File: config.mk
export PLATFORM = sky130hd
export DESIGN_NAME = divider_16b_by_8b_flat
export DESIGN_NICKNAME = d
export VERILOG_FILES = /design/src/rtl/divider_16b_by_8b_if.sv /design/src/rtl/divider_16b_by_8b.sv /design/src/flat_wrapper.sv
export SDC_FILE = /design/constraint.sdc
export NUM_CORES = 1
export LEC_CHECK = 0
export ABC_AREA = 0
export CELL_PAD_IN_SITES_DETAIL_PLACEMENT = 0
export CELL_PAD_IN_SITES_GLOBAL_PLACEMENT = 1
export CORE_ASPECT_RATIO = 0.7
export CORE_UTILIZATION = 39
export DETAILED_ROUTE_END_ITERATION = 12
export PLACE_DENSITY = 0.76
export SLEW_MARGIN = 40
export SYNTH_ARGS = -nofsm -noshare
export SYNTH_HDL_FRONTEND = slang
export SYNTH_SLANG_ARGS = --single-unit
File: constraint.sdc
create_clock -name clk_i -period 2.48 [get_ports clk_i]
set_input_delay 0.496 -clock clk_i [delete_from_list [all_inputs] [get_ports clk_i]]
set_output_delay 0.496 -clock clk_i [all_outputs]
set_load 0.01 [all_outputs]
File: src/rtl/divider_16b_by_8b_if.sv
// rtl/divider_16b_by_8b_if.sv - request/result bundle for the 16/8 restoring divider
interface divider_16b_by_8b_if;
  logic        start;
  logic [15:0] dividend;
  logic [7:0]  divisor;
  logic [7:0]  quotient;
  logic [7:0]  remainder;
  logic        busy;
  logic        done;
  logic        div_zero;
  logic        overflow;

  modport master (
    output start, dividend, divisor,
    input  quotient, remainder, busy, done, div_zero, overflow
  );

  modport slave (
    input  start, dividend, divisor,
    output quotient, remainder, busy, done, div_zero, overflow
  );
endinterface

File: src/rtl/divider_16b_by_8b.sv
// rtl/divider_16b_by_8b.sv - sequential unsigned 16/8 restoring divider, one quotient bit per clock
module divider_16b_by_8b (
  input  logic                 clk_i,
  input  logic                 rst_i,
  divider_16b_by_8b_if.slave   bus
);

  localparam logic [1:0] IDLE = 2'd0;
  localparam logic [1:0] CALC = 2'd1;
  localparam logic [1:0] DONE = 2'd2;

  logic [1:0] state_q, state_d;
  logic [7:0] r_q, r_d;
  logic [7:0] q_q, q_d;
  logic [7:0] d_q, d_d;
  logic [2:0] cnt_q, cnt_d;
  logic       pend_dz_q, pend_dz_d;
  logic       pend_ov_q, pend_ov_d;
  logic [7:0] quotient_q, quotient_d;
  logic [7:0] remainder_q, remainder_d;
  logic       busy_q, busy_d;
  logic       done_q, done_d;
  logic       div_zero_q, div_zero_d;
  logic       overflow_q, overflow_d;

  logic [8:0] t;
  logic       t_ge_d;
  logic [7:0] r_step;
  logic [7:0] q_step;

  // T < 2*D always, so T - D fits in 8 bits even though the compare needs 9.
  assign t      = {r_q, q_q[7]};
  assign t_ge_d = (t >= {1'b0, d_q});
  assign r_step = t_ge_d ? (t[7:0] - d_q) : t[7:0];
  assign q_step = {q_q[6:0], t_ge_d};

  always_comb begin
    state_d     = state_q;
    r_d         = r_q;
    q_d         = q_q;
    d_d         = d_q;
    cnt_d       = cnt_q;
    pend_dz_d   = pend_dz_q;
    pend_ov_d   = pend_ov_q;
    quotient_d  = quotient_q;
    remainder_d = remainder_q;
    busy_d      = busy_q;
    done_d      = 1'b0;
    div_zero_d  = div_zero_q;
    overflow_d  = overflow_q;

    case (state_q)
      IDLE: begin
        if (bus.start) begin
          busy_d    = 1'b1;
          state_d   = CALC;
          cnt_d     = 3'd0;
          pend_dz_d = 1'b0;
          pend_ov_d = 1'b0;
          if (bus.divisor == 8'd0) begin
            pend_dz_d = 1'b1;
          end else if (bus.dividend[15:8] >= bus.divisor) begin
            pend_ov_d = 1'b1;
          end else begin
            r_d = bus.dividend[15:8];
            q_d = bus.dividend[7:0];
            d_d = bus.divisor;
          end
        end
      end
      CALC: begin
        // A rejected request spends one cycle here so its result appears at k+1.
        if (pend_dz_q || pend_ov_q) begin
          quotient_d  = 8'hFF;
          remainder_d = 8'h00;
          div_zero_d  = pend_dz_q;
          overflow_d  = pend_ov_q;
          done_d      = 1'b1;
          state_d     = DONE;
        end else begin
          r_d   = r_step;
          q_d   = q_step;
          cnt_d = cnt_q + 3'd1;
          if (cnt_q == 3'd7) begin
            quotient_d  = q_step;
            remainder_d = r_step;
            div_zero_d  = 1'b0;
            overflow_d  = 1'b0;
            done_d      = 1'b1;
            state_d     = DONE;
          end
        end
      end
      DONE: begin
        busy_d  = 1'b0;
        state_d = IDLE;
      end
      default: begin
        busy_d  = 1'b0;
        state_d = IDLE;
      end
    endcase
  end

  always_ff @(posedge clk_i) begin
    if (rst_i) begin
      state_q     <= IDLE;
      r_q         <= 8'd0;
      q_q         <= 8'd0;
      d_q         <= 8'd0;
      cnt_q       <= 3'd0;
      pend_dz_q   <= 1'b0;
      pend_ov_q   <= 1'b0;
      quotient_q  <= 8'd0;
      remainder_q <= 8'd0;
      busy_q      <= 1'b0;
      done_q      <= 1'b0;
      div_zero_q  <= 1'b0;
      overflow_q  <= 1'b0;
    end else begin
      state_q     <= state_d;
      r_q         <= r_d;
      q_q         <= q_d;
      d_q         <= d_d;
      cnt_q       <= cnt_d;
      pend_dz_q   <= pend_dz_d;
      pend_ov_q   <= pend_ov_d;
      quotient_q  <= quotient_d;
      remainder_q <= remainder_d;
      busy_q      <= busy_d;
      done_q      <= done_d;
      div_zero_q  <= div_zero_d;
      overflow_q  <= overflow_d;
    end
  end

  assign bus.quotient  = quotient_q;
  assign bus.remainder = remainder_q;
  assign bus.busy      = busy_q;
  assign bus.done      = done_q;
  assign bus.div_zero  = div_zero_q;
  assign bus.overflow  = overflow_q;

endmodule
File: src/flat_wrapper.sv
// flat-port wrapper written by rule: the top's interface ports become plain ports
module divider_16b_by_8b_flat 
  (clk_i, rst_i, bus_start, bus_dividend, bus_divisor, bus_quotient, bus_remainder, bus_busy, bus_done, bus_div_zero, bus_overflow);
  divider_16b_by_8b_if bus_i ();
  input  logic clk_i;
  input  logic rst_i;
  input wire logic [$bits(bus_i.start)-1:0] bus_start;
  input wire logic [$bits(bus_i.dividend)-1:0] bus_dividend;
  input wire logic [$bits(bus_i.divisor)-1:0] bus_divisor;
  output wire logic [$bits(bus_i.quotient)-1:0] bus_quotient;
  output wire logic [$bits(bus_i.remainder)-1:0] bus_remainder;
  output wire logic [$bits(bus_i.busy)-1:0] bus_busy;
  output wire logic [$bits(bus_i.done)-1:0] bus_done;
  output wire logic [$bits(bus_i.div_zero)-1:0] bus_div_zero;
  output wire logic [$bits(bus_i.overflow)-1:0] bus_overflow;
  assign bus_i.start = bus_start;
  assign bus_i.dividend = bus_dividend;
  assign bus_i.divisor = bus_divisor;
  assign bus_quotient = bus_i.quotient;
  assign bus_remainder = bus_i.remainder;
  assign bus_busy = bus_i.busy;
  assign bus_done = bus_i.done;
  assign bus_div_zero = bus_i.div_zero;
  assign bus_overflow = bus_i.overflow;
  divider_16b_by_8b u_core (.clk_i(clk_i), .rst_i(rst_i), .bus(bus_i));
endmodule
# --- Word-level counts from Yosys, hierarchy flattened ---
# Cells that the tools add are included.
classes:
  n_reduce_logical: 13
  n_lt_le_gt_ge: 2
  mux: 32
  n_bitwise: 3
  n_addsub: 2
  eq_ne: 7
ops:
  columns: ["operator", "count"]
  rows:
  - ["2-to-1 mux 8 bit", 13]
  - ["case mux 8 bit (2 select lines)", 2]
  - [">= comparator 9 x 8 -> 1 bit", 1]
  - ["2-to-1 mux 1 bit", 9]
  - [">= comparator 8 bit", 1]
  - ["logical NOT 8 bit", 1]
  - ["!= test 2 bit, second input constant", 4]
  - ["AND reduction 2 bit", 4]
  - ["subtractor 8 bit", 1]
  - ["2-to-1 mux 2 bit", 3]
  - ["2-to-1 mux 3 bit", 2]
  - ["case mux 3 bit (2 select lines)", 1]
  - ["AND reduction 5 bit", 1]
  - ["case mux 2 bit (2 select lines)", 1]
  - ["AND reduction 4 bit", 1]
  - ["nonzero test 2 bit", 2]
  - ["adder 3 x 1 -> 3 bit, second input constant", 1]
  - ["== test 3 bit, second input constant", 1]
  - ["!= test 3 x 1 -> 1 bit, second input constant", 1]
  - ["NOT 1 bit", 3]
  - ["AND reduction 3 bit", 1]
  - ["== test 2 x 1 -> 1 bit, second input constant", 1]
  - ["logical NOT 2 bit", 1]
  - ["case mux 1 bit (2 select lines)", 1]
  - ["other kinds (2)", 2]
word_totals:
  out_inout_bits: 20
  reg_bits: 51
  input_bits: 27
  word_cells: 72

# --- Logic depth before layout (Yosys ltp) ---
# Gate-level depths: netlist of the first run.
depth:
  word_depth: 5
  depth_mapped: 10
  mapped_depth_nobuf: 10

# --- Least setup slack after synthesis of the first run ---
# OpenSTA, ideal clock, no wires.
synth_path:
  kind: "input -> register"
  startpoint: "input port bus_divisor[2]"
  endpoint: "register u_core.d_q[0]"
  path_slack_ns: 0.378
  path_stages: 10
  arrival_time_ns: 1.975
  t_required_ns: 2.352
  path_buffers: 2
  path_cell_list: "inv_1 > ha_1 > a211oi_1 > o21ai_0 > a21oi_1 > buf_2 > and2_1 > buf_4 > mux2i_1 > nor2_1"
synth_via:
  elab_chain_cells: 3
  word_cells_on_any_way: 5
synth_rtl:
  columns: ["item", "line", "text"]
  rows:
  - ["start, declared", "flat_wrapper.sv:9", "input wire logic [$bits(bus_i.divisor)-1:0] bus_divisor;"]
  - [">= comparator 8 bit or logical NOT 8 bit (tied branches)", "divider_16b_by_8b.sv:62, divider_16b_by_8b.sv:60", null]
  - ["NOT 1 bit (no source line)", null, null]
  - ["AND reduction 4 bit (no source line) (*)", null, null]
  - ["end signal, assigned", "divider_16b_by_8b.sv:110", "d_q <= 8'd0;"]
  - ["end signal, assigned", "divider_16b_by_8b.sv:124", "d_q <= d_d;"]
  - ["end, declared", "divider_16b_by_8b.sv:15", "logic [7:0] d_q, d_d;"]
# Every way passes the cells marked *; elsewhere a longest branch is shown, timed or not.
# A chain may end at the register's enable or synchronous reset.

# --- Final worst setup path of the first run ---
layout_path:
  startpoint: "input port bus_divisor[2]"
  endpoint: "register u_core.q_q[6]"
layout_via:
  elab_chain_cells: 3
  word_cells_on_any_way: 5
layout_rtl:
  columns: ["item", "line", "text"]
  rows:
  - [">= comparator 8 bit or logical NOT 8 bit (tied branches)", "divider_16b_by_8b.sv:62, divider_16b_by_8b.sv:60", null]
  - ["!= test 2 bit (no source line)", null, null]
  - ["AND reduction 5 bit (no source line) (*)", null, null]
  - ["end signal, assigned", "divider_16b_by_8b.sv:123", "q_q <= q_d;"]
  - ["end, declared", "divider_16b_by_8b.sv:14", "logic [7:0] q_q, q_d;"]
# Marks and branches as above.

==> metrics.txt, run 1 <==
Num CTS Buffers 5; GRT met1 Usage 0.328; post-synth top area cell dfxtp_1; initial antenna violation count 0; Ports 47; sequential power share 0.393; Clock power frac 0.222; design area 3550 um2; CTS tree yes; Critical Path Slowest Stage Cell clkdlybuf4s50_1; HPWL Detailed 5.66 mm; ys async rst share 0; Initial Utilization 0.419; via count 2,550; share of the yosys chip area belonging to registers 0.378; clock skew 0.00944 ns; Final Max Slew Viols 0; Die H 71.6 um; CP required 2.71 ns; row count 24; grt total ovfl 0; NumNets Final 444; number of global-route vias before repair 2,317; cts hold-fix bufs 0; H-tree depth 2; Synth Net Count 375; worst hold-check path type reg2reg; Total GRT Usage 0.212; CP bufs+invs 4; status finished, final reports clean; syn avg cell area 8.21 um2; setup_tns 0 ns; Worst Hold Depth 2; clock buffer depth 2; ys flop type dfxtp_1; power density over the cells 675 nW/um2; kind of end point of the critical path register; wire per inst 14.8 um; Yosys reg bits 51; Lkg Pwr 1.43 nW; Net Sw Power 0.870 mW; Total Wirelength 7.26 mm; Worst path depth 11; first-pass GRT wire length 11.8 mm; die area 7270 um2; # Max-Cap Violations 0; CP arrival 2.61 ns; share of the synthesized area in the top cell type 0.378; post-place instance area 3440 um2; Final Cycle Share 0.960; critical path's top delay family compound AO/OA/AOI/OAI gates; synth top area cells dfxtp_1 38%, ha_1 8.3%, nor2_1 7.1%, a21oi_1 6.1%, nand2_1 4.7%; Worst path most repeated cell buf_4; worst-margin pin slew 0.735 ns; CP Cell Sequence clkdlybuf4s50_1 -> inv_1 -> ha_1 -> a211oi_2 -> o21ai_1 -> a21oi_2 -> buf_4 -> a31o_2 -> buf_4 -> nor2_1 -> a311oi_2; crit path kind in2reg; Sink Count 51; final critical-path required period 2.38 ns; synth warn 0; layout cell share with drive strength beyond 1 0.150; CTS clk-pin slew, worst paths 0.11 ns; Final setup viols 0; Critical Path Max Stage Delay 0.48 ns; met2 Usage GRT 0.305; Most Used Layer, Global Route met1; Initial DRC Count 179; RSZ-0062 raised after global routing true; logic gate share of total power 0.385; most frequent cells in the layout 51 x nor2_1, 51 x dfxtp_1, 45 x clkdlybuf4s50_1; Crit Path Max Fanout 8; Synth cell types 47; cell-internal power 1.53 mW; I/O Buffers 46; DRC 0; via density per instance 5.20; fmax 420 MHz; ANT nets after route 0; Post-synth EDFFs 0; Switching Fraction 0.363; Worst-Skew Late Latency 0.32 ns; ANT cells 0; synthesized instance count 329; Root Buffer clkbuf_8; DRT Pass-1 Iters 4; startpoint types primary input; core area 6460 um2; synthesized area 2700 um2; Worst IR Drop VDD 0.275 mV; Relative slew margins 0.506; r2r worst-path depth 10; Area Growth Syn to Fin 31.3%; GR Util met3 0.0341; Chip Width 101 um; Final WS setup 0.0987 ns; largest net degree at the start of global routing 40; Hold Fails Final Rpt 0; RePlAce Congestion 0.796; pre-CTS WS -0.294 ns
[path summary, 6_finish.rpt]
path / from / end / slack, ns
worst max-delay path: bus_divisor[2] / u_core.q_q[6]$_SDFFE_PP0P_ / 0.1
worst min register to register: u_core.bus.remainder[5]$_SDFFE_PP0P_ / u_core.bus.remainder[5]$_SDFFE_PP0P_ / 0.47
worst min-delay path: u_core.bus.remainder[5]$_SDFFE_PP0P_ / u_core.bus.remainder[5]$_SDFFE_PP0P_ / 0.47
worst max register to register: u_core.q_q[7]$_SDFFE_PP0P_ / u_core.bus.remainder[6]$_SDFFE_PP0P_ / 0.18
[stage by stage]
stage | power (mW) | hold WS, ns | std cells | util
3_5_place_dp | 1.87 | 0.455 | 482 | 0.532
6_report | 2.40 | 0.467 | 490 | 0.550
4_1_cts | 2.40 | 0.471 | 490 | 0.547
3_3_place_gp | 1.86 | 0.445 | 482 | 0.532
2_1_floorplan | 1.58 | 0.436 | 329 | -
5_1_grt | 2.56 | 0.491 | 490 | 0.550
[cells in the mapped netlist (8+ instances only)]
cell type and count:
nor2_1 51, clkbuf_1 10, dfxtp_1 51, a211oi_1 8, inv_1 19, nor3_1 8
a21oi_1 33, nand2_1 34, ha_1 18
[per-layer routing]
layer  up-vias  part of all wire
met3         5             0.060
li1       1296                 -
met1      1181              0.52
met4         0            0.0055
met5         -                 0
met2        68              0.41
[layout make-up]
class	count	area, um2
clock inverters	3	28.8
multi-input cells	242	1540
inverters	19	71.3
repair buffers	79	703
flip-flops and latches	51	1020
well taps	91	114
clock buffers	5	68.8
fillers	640	2910
[cells by family after synthesis]
| group | Yosys count | synth area share |
|---|---|---|
| XOR/XNOR | 4 | 0.0130 |
| AO/OA/AOI/OAI | 93 | 0.233 |
| adder cells (fa/ha/maj) | 19 | 0.0907 |
| multiplexers | 8 | 0.0310 |
| flip-flops | 51 | 0.378 |
| AND/OR/NAND/NOR | 118 | 0.197 |
| buffers and inverters | 36 | 0.0569 |
[worst register-to-register path, cell delays in order (launching register included)]
cell,delay (ns)
dfxtp_1,0.33
inv_1,0.08
ha_1,0.17
inv_1,0.05
fa_1,0.41
a211oi_1,0.32
o21bai_1,0.13
a21oi_1,0.18
xor2_1,0.21
o21ai_0,0.11
a32o_1,0.22
[sequential cells by signal, summed over array words and instances (netlist names)]
name,cells
u_core.bus.done,1
u_core.r_q,8
u_core.state_q,2
u_core.pend_ov_q,1
u_core.pend_dz_q,1
u_core.bus.busy,1
u_core.bus.remainder,8
u_core.bus.quotient,8
u_core.bus.overflow,1
u_core.q_q,8
u_core.cnt_q,3
u_core.bus.div_zero,1
u_core.d_q,8
[timing repair]
item	in CTS	in global routing
gates resized for setup	0	4
setup buffers	0	0
endpoints found under the setup margin	0	9
[power by group through the flow]
stage	registers (mW)	clock network [mW]	logic, mW
2_1_floorplan	0.951	0	0.629
3_3_place_gp	0.961	0	0.901
3_5_place_dp	0.960	0	0.909
4_1_cts	0.942	0.541	0.916
5_1_grt	0.951	0.580	1.03
6_report	0.942	0.532	0.923
Note: power is estimated with default switching activity, not from simulation.
==> run 2, diff against run 1 <==
--- a/config.mk
+++ b/config.mk
@@ -10,6 +10,7 @@
 export CELL_PAD_IN_SITES_GLOBAL_PLACEMENT = 1
 export CORE_ASPECT_RATIO = 0.7
 export CORE_UTILIZATION = 39
+export CTS_CLUSTER_DIAMETER = 80
 export DETAILED_ROUTE_END_ITERATION = 12
 export PLACE_DENSITY = 0.76
 export SLEW_MARGIN = 40
==> results of run 2 <==
Final layout, timing and power as in run 1 (identical DEF).
